### config.mk
export PLATFORM = sky130hd
export DESIGN_NAME = opn_local_ni
export DESIGN_NICKNAME = d
export VERILOG_FILES = /design/src/rtl/opn_local_ni.sv
export SDC_FILE = /design/constraint.sdc
export NUM_CORES = 1
export LEC_CHECK = 0
export CAP_MARGIN = 20
export CORE_MARGIN = 2
export CORE_UTILIZATION = 35
export DETAILED_ROUTE_END_ITERATION = 10
export HOLD_SLACK_MARGIN = 0.05
export PLACE_DENSITY = 0.53
export SLEW_MARGIN = 20
export SYNTH_ARGS = -nofsm -noshare
export SYNTH_HDL_FRONTEND = slang
export SYNTH_SLANG_ARGS = --single-unit
### constraint.sdc
create_clock -name clk -period 2.8 [get_ports clk]
set_input_delay 0.28 -clock clk [delete_from_list [all_inputs] [get_ports clk]]
set_output_delay 0.28 -clock clk [all_outputs]
set_load 0.02 [all_outputs]
### src/rtl/opn_local_ni.sv
// ---------------------------------------------------------------------------
// opn_local_ni -- tile-side network interface on a router LOCAL port.
//
// Purpose
//   Far end of the router's req/ack link.
//   TX: queues flits from the execution tile and injects them as one-cycle
//       req pulses, resending the head flit until the router acks it.
//   RX: accepts every flit the router ejects, acks it one cycle later and
//       buffers it for the tile. A flit that arrives while the RX FIFO is
//       full is dropped (no ack) and rx_overflow latches.
//
// Optional feature
//   NI_ACK_TIMEOUT_EN : when defined, a retry counter raises the sticky
//                       timeout_err after TIMEOUT_CYC consecutive rejected
//                       attempts. When undefined, timeout_err is tied to 0.
//
// Parameters
//   TX_DEPTH    TX FIFO entries (power of 2, >= 2)
//   RX_DEPTH    RX FIFO entries (power of 2, >= 2)
//   TIMEOUT_CYC retries before timeout_err (NI_ACK_TIMEOUT_EN only)
//
// Ports
//   clk, rst      clock (posedge) and synchronous active-high reset
//   tx_valid/tx_flit/tx_ready   tile -> NI injection handshake
//   rx_valid/rx_flit/rx_ready   NI -> tile ejection handshake
//   net_req_out/net_flit_out    injection pulse + flit to router
//   net_ack_in                  router ack for the last injection
//   net_req_in/net_flit_in      ejection from router
//   net_ack_out                 registered ack for the last ejection
//   tx_idle      TX FIFO empty and TX FSM idle
//   rx_overflow  sticky: an ejected flit was dropped
//   timeout_err  sticky: ack never arrived within TIMEOUT_CYC retries
// ---------------------------------------------------------------------------

package opn_local_ni_pkg;
  typedef struct packed {
    logic [1:0]  ipriority;
    logic [3:0]  dst_x;
    logic [3:0]  dst_y;
    logic [31:0] payload;
  } generic_flit_t;
endpackage

module opn_local_ni
  import opn_local_ni_pkg::*;
#(
  parameter int TX_DEPTH    = 4,
  parameter int RX_DEPTH    = 4,
  parameter int TIMEOUT_CYC = 64
) (
  input  logic          clk,
  input  logic          rst,
  input  logic          tx_valid,
  input  generic_flit_t tx_flit,
  output logic          tx_ready,
  output logic          rx_valid,
  output generic_flit_t rx_flit,
  input  logic          rx_ready,
  output logic          net_req_out,
  output generic_flit_t net_flit_out,
  input  logic          net_ack_in,
  input  logic          net_req_in,
  input  generic_flit_t net_flit_in,
  output logic          net_ack_out,
  output logic          tx_idle,
  output logic          rx_overflow,
  output logic          timeout_err
);

  localparam int TX_AW = $clog2(TX_DEPTH);
  localparam int TX_CW = $clog2(TX_DEPTH + 1);
  localparam int RX_AW = $clog2(RX_DEPTH);
  localparam int RX_CW = $clog2(RX_DEPTH + 1);

  // -------------------------------------------------------------------------
  // TX FIFO
  // -------------------------------------------------------------------------
  generic_flit_t      tx_mem_q [TX_DEPTH];
  logic [TX_AW-1:0]   tx_rd_q;
  logic [TX_AW-1:0]   tx_wr_q;
  logic [TX_CW-1:0]   tx_cnt_q;
  logic [TX_AW-1:0]   tx_rd_nxt;
  logic               tx_push;
  logic               tx_pop;
  generic_flit_t      tx_head;

  assign tx_ready  = (tx_cnt_q != TX_CW'(TX_DEPTH));
  assign tx_push   = tx_valid && tx_ready;
  assign tx_head   = tx_mem_q[tx_rd_q];
  assign tx_rd_nxt = tx_rd_q + TX_AW'(1);

  always_ff @(posedge clk) begin
    if (tx_push) begin
      tx_mem_q[tx_wr_q] <= tx_flit;
    end
  end

  always_ff @(posedge clk) begin
    if (rst) begin
      tx_rd_q  <= '0;
      tx_wr_q  <= '0;
      tx_cnt_q <= '0;
    end else begin
      if (tx_push) tx_wr_q <= tx_wr_q + TX_AW'(1);
      if (tx_pop)  tx_rd_q <= tx_rd_nxt;
      case ({tx_push, tx_pop})
        2'b10:   tx_cnt_q <= tx_cnt_q + TX_CW'(1);
        2'b01:   tx_cnt_q <= tx_cnt_q - TX_CW'(1);
        default: tx_cnt_q <= tx_cnt_q;
      endcase
    end
  end

  // -------------------------------------------------------------------------
  // TX FSM: IDLE -> SEND (one-cycle req) -> WAIT (ack or resend)
  // -------------------------------------------------------------------------
  typedef enum logic [1:0] {
    ST_IDLE = 2'd0,
    ST_SEND = 2'd1,
    ST_WAIT = 2'd2
  } tx_state_t;

  tx_state_t     state_q, state_d;
  logic          req_q, req_d;
  generic_flit_t flit_q, flit_d;

  always_comb begin
    state_d = state_q;
    flit_d  = flit_q;
    tx_pop  = 1'b0;
    case (state_q)
      ST_IDLE: begin
        if (tx_cnt_q != '0) begin
          state_d = ST_SEND;
          flit_d  = tx_head;
        end
      end
      ST_SEND: begin
        state_d = ST_WAIT;
      end
      ST_WAIT: begin
        if (net_ack_in) begin
          tx_pop = 1'b1;
          // The FIFO is still non-empty after the pop if another entry was
          // already queued or one is being pushed this very cycle. In the
          // latter case the new head is not in the array yet, so bypass it.
          if ((tx_cnt_q > TX_CW'(1)) || tx_push) begin
            state_d = ST_SEND;
            flit_d  = (tx_cnt_q == TX_CW'(1)) ? tx_flit : tx_mem_q[tx_rd_nxt];
          end else begin
            state_d = ST_IDLE;
          end
        end else begin
          state_d = ST_SEND;
        end
      end
      default: begin
        state_d = ST_IDLE;
      end
    endcase
    req_d = (state_d == ST_SEND);
  end

  always_ff @(posedge clk) begin
    if (rst) begin
      state_q <= ST_IDLE;
      req_q   <= 1'b0;
      flit_q  <= '0;
    end else begin
      state_q <= state_d;
      req_q   <= req_d;
      flit_q  <= flit_d;
    end
  end

  assign net_req_out  = req_q;
  assign net_flit_out = flit_q;
  assign tx_idle      = (tx_cnt_q == '0) && (state_q == ST_IDLE);

  // -------------------------------------------------------------------------
  // Optional ack timeout
  // -------------------------------------------------------------------------
`ifdef NI_ACK_TIMEOUT_EN
  localparam int TO_W = $clog2(TIMEOUT_CYC + 1);

  logic [TO_W-1:0] to_cnt_q, to_cnt_d;
  logic            timeout_q, timeout_d;

  always_comb begin
    to_cnt_d  = to_cnt_q;
    timeout_d = timeout_q;
    if ((state_q == ST_IDLE) && (state_d == ST_SEND)) begin
      to_cnt_d = '0;
    end else if (state_q == ST_WAIT) begin
      if (net_ack_in) begin
        to_cnt_d = '0;
      end else begin
        // Saturate so a permanently dead link cannot wrap the counter.
        if (to_cnt_q != TO_W'(TIMEOUT_CYC)) to_cnt_d = to_cnt_q + TO_W'(1);
        if (to_cnt_d == TO_W'(TIMEOUT_CYC)) timeout_d = 1'b1;
      end
    end
  end

  always_ff @(posedge clk) begin
    if (rst) begin
      to_cnt_q  <= '0;
      timeout_q <= 1'b0;
    end else begin
      to_cnt_q  <= to_cnt_d;
      timeout_q <= timeout_d;
    end
  end

  assign timeout_err = timeout_q;
`else
  assign timeout_err = 1'b0;
`endif

  // -------------------------------------------------------------------------
  // RX FIFO: the router never stalls, so a full FIFO drops instead of waiting
  // -------------------------------------------------------------------------
  generic_flit_t    rx_mem_q [RX_DEPTH];
  logic [RX_AW-1:0] rx_rd_q;
  logic [RX_AW-1:0] rx_wr_q;
  logic [RX_CW-1:0] rx_cnt_q;
  logic             rx_full;
  logic             rx_push;
  logic             rx_pop;
  logic             ack_q;
  logic             ovf_q;

  // Full is judged on the registered count, ignoring a same-cycle pop.
  assign rx_full  = (rx_cnt_q == RX_CW'(RX_DEPTH));
  assign rx_push  = net_req_in && !rx_full;
  assign rx_valid = (rx_cnt_q != '0);
  assign rx_pop   = rx_valid && rx_ready;
  // Gate the head so rx_flit reads zero while the FIFO is empty.
  assign rx_flit  = rx_valid ? rx_mem_q[rx_rd_q] : '0;

  always_ff @(posedge clk) begin
    if (rx_push) begin
      rx_mem_q[rx_wr_q] <= net_flit_in;
    end
  end

  always_ff @(posedge clk) begin
    if (rst) begin
      rx_rd_q  <= '0;
      rx_wr_q  <= '0;
      rx_cnt_q <= '0;
      ack_q    <= 1'b0;
      ovf_q    <= 1'b0;
    end else begin
      if (rx_push) rx_wr_q <= rx_wr_q + RX_AW'(1);
      if (rx_pop)  rx_rd_q <= rx_rd_q + RX_AW'(1);
      case ({rx_push, rx_pop})
        2'b10:   rx_cnt_q <= rx_cnt_q + RX_CW'(1);
        2'b01:   rx_cnt_q <= rx_cnt_q - RX_CW'(1);
        default: rx_cnt_q <= rx_cnt_q;
      endcase
      ack_q <= rx_push;
      if (net_req_in && rx_full) ovf_q <= 1'b1;
    end
  end

  assign net_ack_out = ack_q;
  assign rx_overflow = ovf_q;

endmodule

After elaboration in Yosys (flattened, before gate mapping). Memory sizes are Yosys's and may differ from the RTL's. A register that Yosys moved wholly into a read port is not among the register bits. Cells that the tools add are included.

Bits in registers: 61. Bits in latches: 0. Memory bits (writable): 336. Bits in read-only memories: 0. Input bits: 90. Memories: 2.

Memories: rx_mem_q (words 4, bits a word 42, rd ports 1, clocked after memory_dff 1, write ports 1, RTL line 223) `generic_flit_t rx_mem_q [RX_DEPTH];`; tx_mem_q (words 4, bits a word 42, rd ports 2, clocked after memory_dff 1, write ports 1, RTL line 78) `generic_flit_t tx_mem_q [TX_DEPTH];`.

$add $sub $neg: 8. Multiply operators: 0. Divide/modulo/power cells: 0. $lt $le $gt $ge: 1. Equal/unequal tests: 13. Shift-type cells: 0. Multiplexer cells: 22. Bitwise logic cells: 0. Reduce and logical (&&, ||, !) cells: 15.

Operators by type and width (number): $mux W42 (5); $pmux W42 S2 (1); $mux W2 (6); $pmux W3 S2 (2); $add A2 B1 Y2 const B (4); $eq A2 B1 Y1 const B (4); $mux W1 (7); $add A3 B1 Y3 const B (2); $eq A2 B2 Y1 const B (3); $ne A2 B2 Y1 const B (3); $pmux W2 S3 (1); $reduce_bool A2 Y1 (3); $reduce_bool A3 Y1 (2); $sub A3 B1 Y3 const B (2); $logic_and A1 B1 Y1 (5); $reduce_and A4 Y1 (1); $eq A3 B1 Y1 const B (1); $eq A3 B3 Y1 const B (1); $gt A3 B1 Y1 const B (1); $logic_not A3 Y1 (1); $ne A3 B3 Y1 const B (1); $logic_not A2 Y1 (1); $logic_not A1 Y1 (1); $logic_or A1 B1 Y1 (1).

Depth between registers and ports, before layout.
Depth in word-level cells: 7. Depth in mapped cells: 9. Gate-level depth less buffers: 8.

Worst setup path before layout. No wires, ideal clock.

Kind: register to register. Start: reg tx_cnt_q[0]. End: mem tx_mem_q[1][0] (netlist bit), enable pin. Setup time: 403 ps. Arrival: 2101 ps. Slack: 295 ps. Stages on the path, launching flop included: 5. Path buffers: 0. Clock period less this slack: 2505 ps. Cell sequence: dfxtp_1 > inv_1 > ha_1 > a21boi_1 > and2_1.

Cells in the longest elaborated chain, start to end: 4.

RTL lines: start: declaration (RTL line 81) `logic [TX_CW-1:0] tx_cnt_q;`; start signal: assignment (RTL line 107) `2'b10: tx_cnt_q <= tx_cnt_q + TX_CW'(1);`; start signal: assignment (RTL line 108) `2'b01: tx_cnt_q <= tx_cnt_q - TX_CW'(1);`; start signal: assignment (RTL line 109) `default: tx_cnt_q <= tx_cnt_q;`; $ne A3 B3 Y1 (RTL line 87) `assign tx_ready = (tx_cnt_q != TX_CW'(TX_DEPTH));`; $logic_and A1 B1 Y1 (RTL line 88) `assign tx_push = tx_valid && tx_ready;`; $mux W1 (RTL line 93) `if (tx_push) begin`; $mux W1 (not written as such) (RTL line 94) `tx_mem_q[tx_wr_q] <= tx_flit;`; end: declaration (RTL line 78).

No other way between the ends.

==> results by stage <==
Power:
- The power per cell area is between 800 and 900 nW/µm².
- The largest voltage drop on the vdd net is just under 0.5 mV.
- The analysis attributes to cell leakage a power of 6.78 nW.

CTS:
- In this run the clock root is driven by a clkbuf_16.
- The post-CTS setup buffer count is 0.
- The count of hold buffers inserted by post-cts repair is 0.
- The maximum clock path buffer count is 3.
- Clock-pin slew was measured on the worst setup and hold paths at roughly 0.050 ns.
- TritonCTS created 45 clock buffers.
- The number of levels the H-tree was split into is 2.
- The insertion delay of the later-clocked pin in the worst-skew pair is around 0.58 ns.
- TritonCTS built the clock tree.
- The tree built by TritonCTS fans out to 401 sinks.

Timing:
- Of the available clock period, the critical path in the final layout requires 0.956.
- The total count of max-transition violations in the final report was 0.
- For the final database, setup skew stands at ~0.035 ns.
- The post-layout worst setup margin is 0.123 ns.
- The relative slew slack is 0.407.
- Setup violations remaining at the end of the flow were counted as 0.
- For the final routed database, the setup TNS stands at 0 ns.
- The final-report hold violation count is 0.
- The slew at the pin closest to its max-slew limit is 0.887 ns.
- The final critical path time including I/O delays and setup is about 2.7 ns.
- Setup repair after global routing left no endpoint under its margin.
- Timing would allow up to 0.374 GHz.

Global routing:
- The largest net degree at the start of global routing is 45.
- The first-pass GRT wire length is 65200 µm.
- The number of antenna violations at the first check in global routing is 1.
- Across every metal layer, demand over resource in global routing totals 0.170.
- Summed over all layers, the global routing overflow is 0.
- The number of global-route vias before repair is around 10000.

Critical path:
- The data arrival at the endpoint of the critical path is 2.40 ns.
- The setup check on the worst reg-to-reg path leaves a slack of approximately 0.42 ns.
- The nature of the critical path endpoint is an output pin.
- In this run the worst path has a maximum fanout of 23.
- At the worst endpoint, the required time is 2.52 ns.
- The worst setup path is launched from a register.
- The path type of the worst setup path is register to output pin.

Route:
- After detailed routing, the average wire length per cell comes to 23.5 µm.
- The first routing iteration left 615 violations.
- Wires add up to between 40000 and 50000 µm.
- For this block, the via count after detailed routing is 9920.
- The average via count per standard cell is 5.36.
- In the routed design, unresolved DRC markers number 0.
- The number of iterations in the first detailed-routing pass is 5.
- Once detail routing completed, the nets flagged for antenna violations numbered 0.

Final layout:
- The net count of the finished layout is between 1000 and 1500.
- The area added between synthesis and finish is 23.8%.
- In the final layout, the share of cells above drive strength 1 is 0.284.
- The final antenna diode count is 0.

Floorplan:
- The core box area is 49100 µm².
- The number of top-level pins is 181.
- The initial utilization of the core area, before any placement, comes to 0.355.
- The die outline height is around 230 µm.
- The die covers 51600 µm².
- The die width is between 200 and 250 µm.
- The total number of placement rows is 81.

Yosys:
- After synthesis, the share of cell area in mux cells is 0.164.
- In the synthesized netlist, the cells that appear most often are edfxtp_1, mux4_2, clkbuf_1.
- The post-synthesis cell count is just under 1000.
- Of the synthesized area, sequential elements account for 0.654.
- The net count after synthesis is 1079.
- Of the total synthesized cell area, the portion taken by full adders, half adders and majority gates is 0.0112.
- The number of library cell types mapped by synthesis is 45.
- Of the total synthesized cell area, the portion taken by XOR and XNOR cells is 0.00452.
- The largest family of logic cells by synthesized area is multiplexers.
- Counting flops and latches in the post-synthesis netlist gives 401.
- Among all cell types in the netlist, the one instantiated most often is edfxtp_1.
- The fraction of registers with async set/reset is 0.
- Counting flops with a built-in enable in the synthesized netlist gives 336.
- The fraction of the mapped netlist area in compound gates is 0.0794.
- Summed over all instances, the cell type with the most area after synthesis is edfxtp_1.
- The number of warning messages in the yosys log is 0.
- The share of synthesized area in the top cell type comes to 0.579.
- The total standard cell area after synthesis is 17400 µm².
- The synthesized area divided by synthesized cell count is 17.9 µm².
- Among all flip-flop cells after synthesis, the most frequent one is edfxtp_1.
- By area the synthesized netlist is led by edfxtp_1, mux4_2, dfxtp_1, a311oi_2, or3b_2.
- The basic-gate share of the synthesized area counting and, or, nand and nor cells is 0.0604.

Placement:
- Routability-driven placement finished with a final weighted congestion of 0.732.
- After legalization and detailed placement, the total HPWL measured 25200 µm.
- Before CTS, the worst setup slack after placement is about 0.43 ns.
- In this run the tool buffered the top-level ports with 179 buffer cells.

Worst hold path:
- The worst hold path belongs to the class input port to register.

Run status:
- The flow ran to the end, and the final reports show no timing, DRC or antenna violations.

Run:
- The number of maximum-capacitance constraint violations is 0.
metal layers:
metal | routed length (µm) | up-vias | GRT usage
met5 | 10 | - | 0
met2 | 22200 | 268 | 0.297
li1 | - | 4390 | -
met1 | 18200 | 5202 | 0.216
met4 | 889 | 2 | 0.0508
met3 | 2190 | 58 | 0.0307
worst max-delay path, cell delays in order (launching register included):
cell and delay, ns:
dfxtp_2 0.38, buf_12 0.24, mux4_2 0.51, nor2b_1 0.16
clkdlybuf4s50_1 0.56
final timing paths:
kind	from	end	cells after the start
worst max-delay path	register	rx_flit[35]	4
worst max register to register	rx_cnt_q[2]$_SDFFE_PP0P_	rx_cnt_q[2]$_SDFFE_PP0P_	8
worst min register to register	rx_overflow$_SDFFE_PP0P_	rx_overflow$_SDFFE_PP0P_	2
worst min-delay path	rst	tx_wr_q[0]$_SDFFE_PP0P_	2
metrics by stage:
stage	power, mW	instance area [µm²]	util	hold WS [ns]	std cells
6_report	18.4	21600	0.440	0.220	1851
5_1_grt	19.2	21600	0.440	0.231	1851
4_1_cts	18.7	21600	0.440	0.204	1851
3_5_place_dp	12.9	20100	0.411	0.462	1770
3_3_place_gp	12.9	20100	0.411	0.460	1770
2_1_floorplan	10.7	17400	-	0.379	974
flip-flops by register name (all words and copies together), names as in the netlist, named ones only:
name,cells
tx_cnt_q,3
rx_wr_q,2
tx_mem_q,168
tx_wr_q,2
rx_mem_q,168
rx_rd_q,2
tx_rd_q,2
net_flit_out,42
state_q,2
net_req_out,1
net_ack_out,1
rx_cnt_q,3
rx_overflow,1
logic make-up (layout without fill, tap and decap cells):
logic type      count (synthesis)  in the layout
other cells                     1              1
fa+ha+maj                      15             15
buf+inv                       106            319
flops                         401            401
xor+xnor                        9              9
simple gates                  172            172
mux                           128            128
compound gates                142            142
repair_timing:
item | CTS | global route
gates resized for setup | 1 | 4
pin swaps | 0 | 0
cloned | 0 | 0
setup endpoints to repair | 1 | 13
cells in the final DEF, fill, tap and decap left out, drive strengths merged, types with 2 or more instances in the layout:
cell           synthesis  layout
a211oi                 2       2
a21oi                  9       9
a311oi                41      41
a41oi                 41      41
and2                   4       4
and3                   4       4
and3b                  2       2
buf                   24      45
bufinv                 0       3
clkbuf                67      59
clkdlybuf4s50          0     174
clkinv                 1      17
dfxtp                 65      65
dlymetal6s2s           0       3
edfxtp               336     336
ha                    14      14
inv                   14      16
mux2i                  2       2
mux4                 126     126
nand2                 44      44
nand2b                 2       2
nand3                  3       3
nor2                  15      15
nor2b                 44      44
nor3                   2       2
o211ai                41      41
o21ai                  4       4
or3                    2       2
or3b                  44      44
xnor2                  2       2
xor2                   7       7
area by class of cell:
cell class,instances,area [µm²]
timing repair buffer,223,2270
fill,4352,27500
sequential,401,11400
clock buffer,59,1230
tap,664,831
multi-input combinational,467,5600
inverter,15,56.3
clock inverter,22,190
report_power, final:
group | switching, mW | internal (mW) | total (mW)
clock network | 2.34 | 3.36 | 5.70
registers | 0.343 | 7.09 | 7.43
logic | 2.81 | 2.46 | 5.27
total | 5.49 | 12.9 | 18.4
Note: power is estimated with default switching activity, not from simulation.
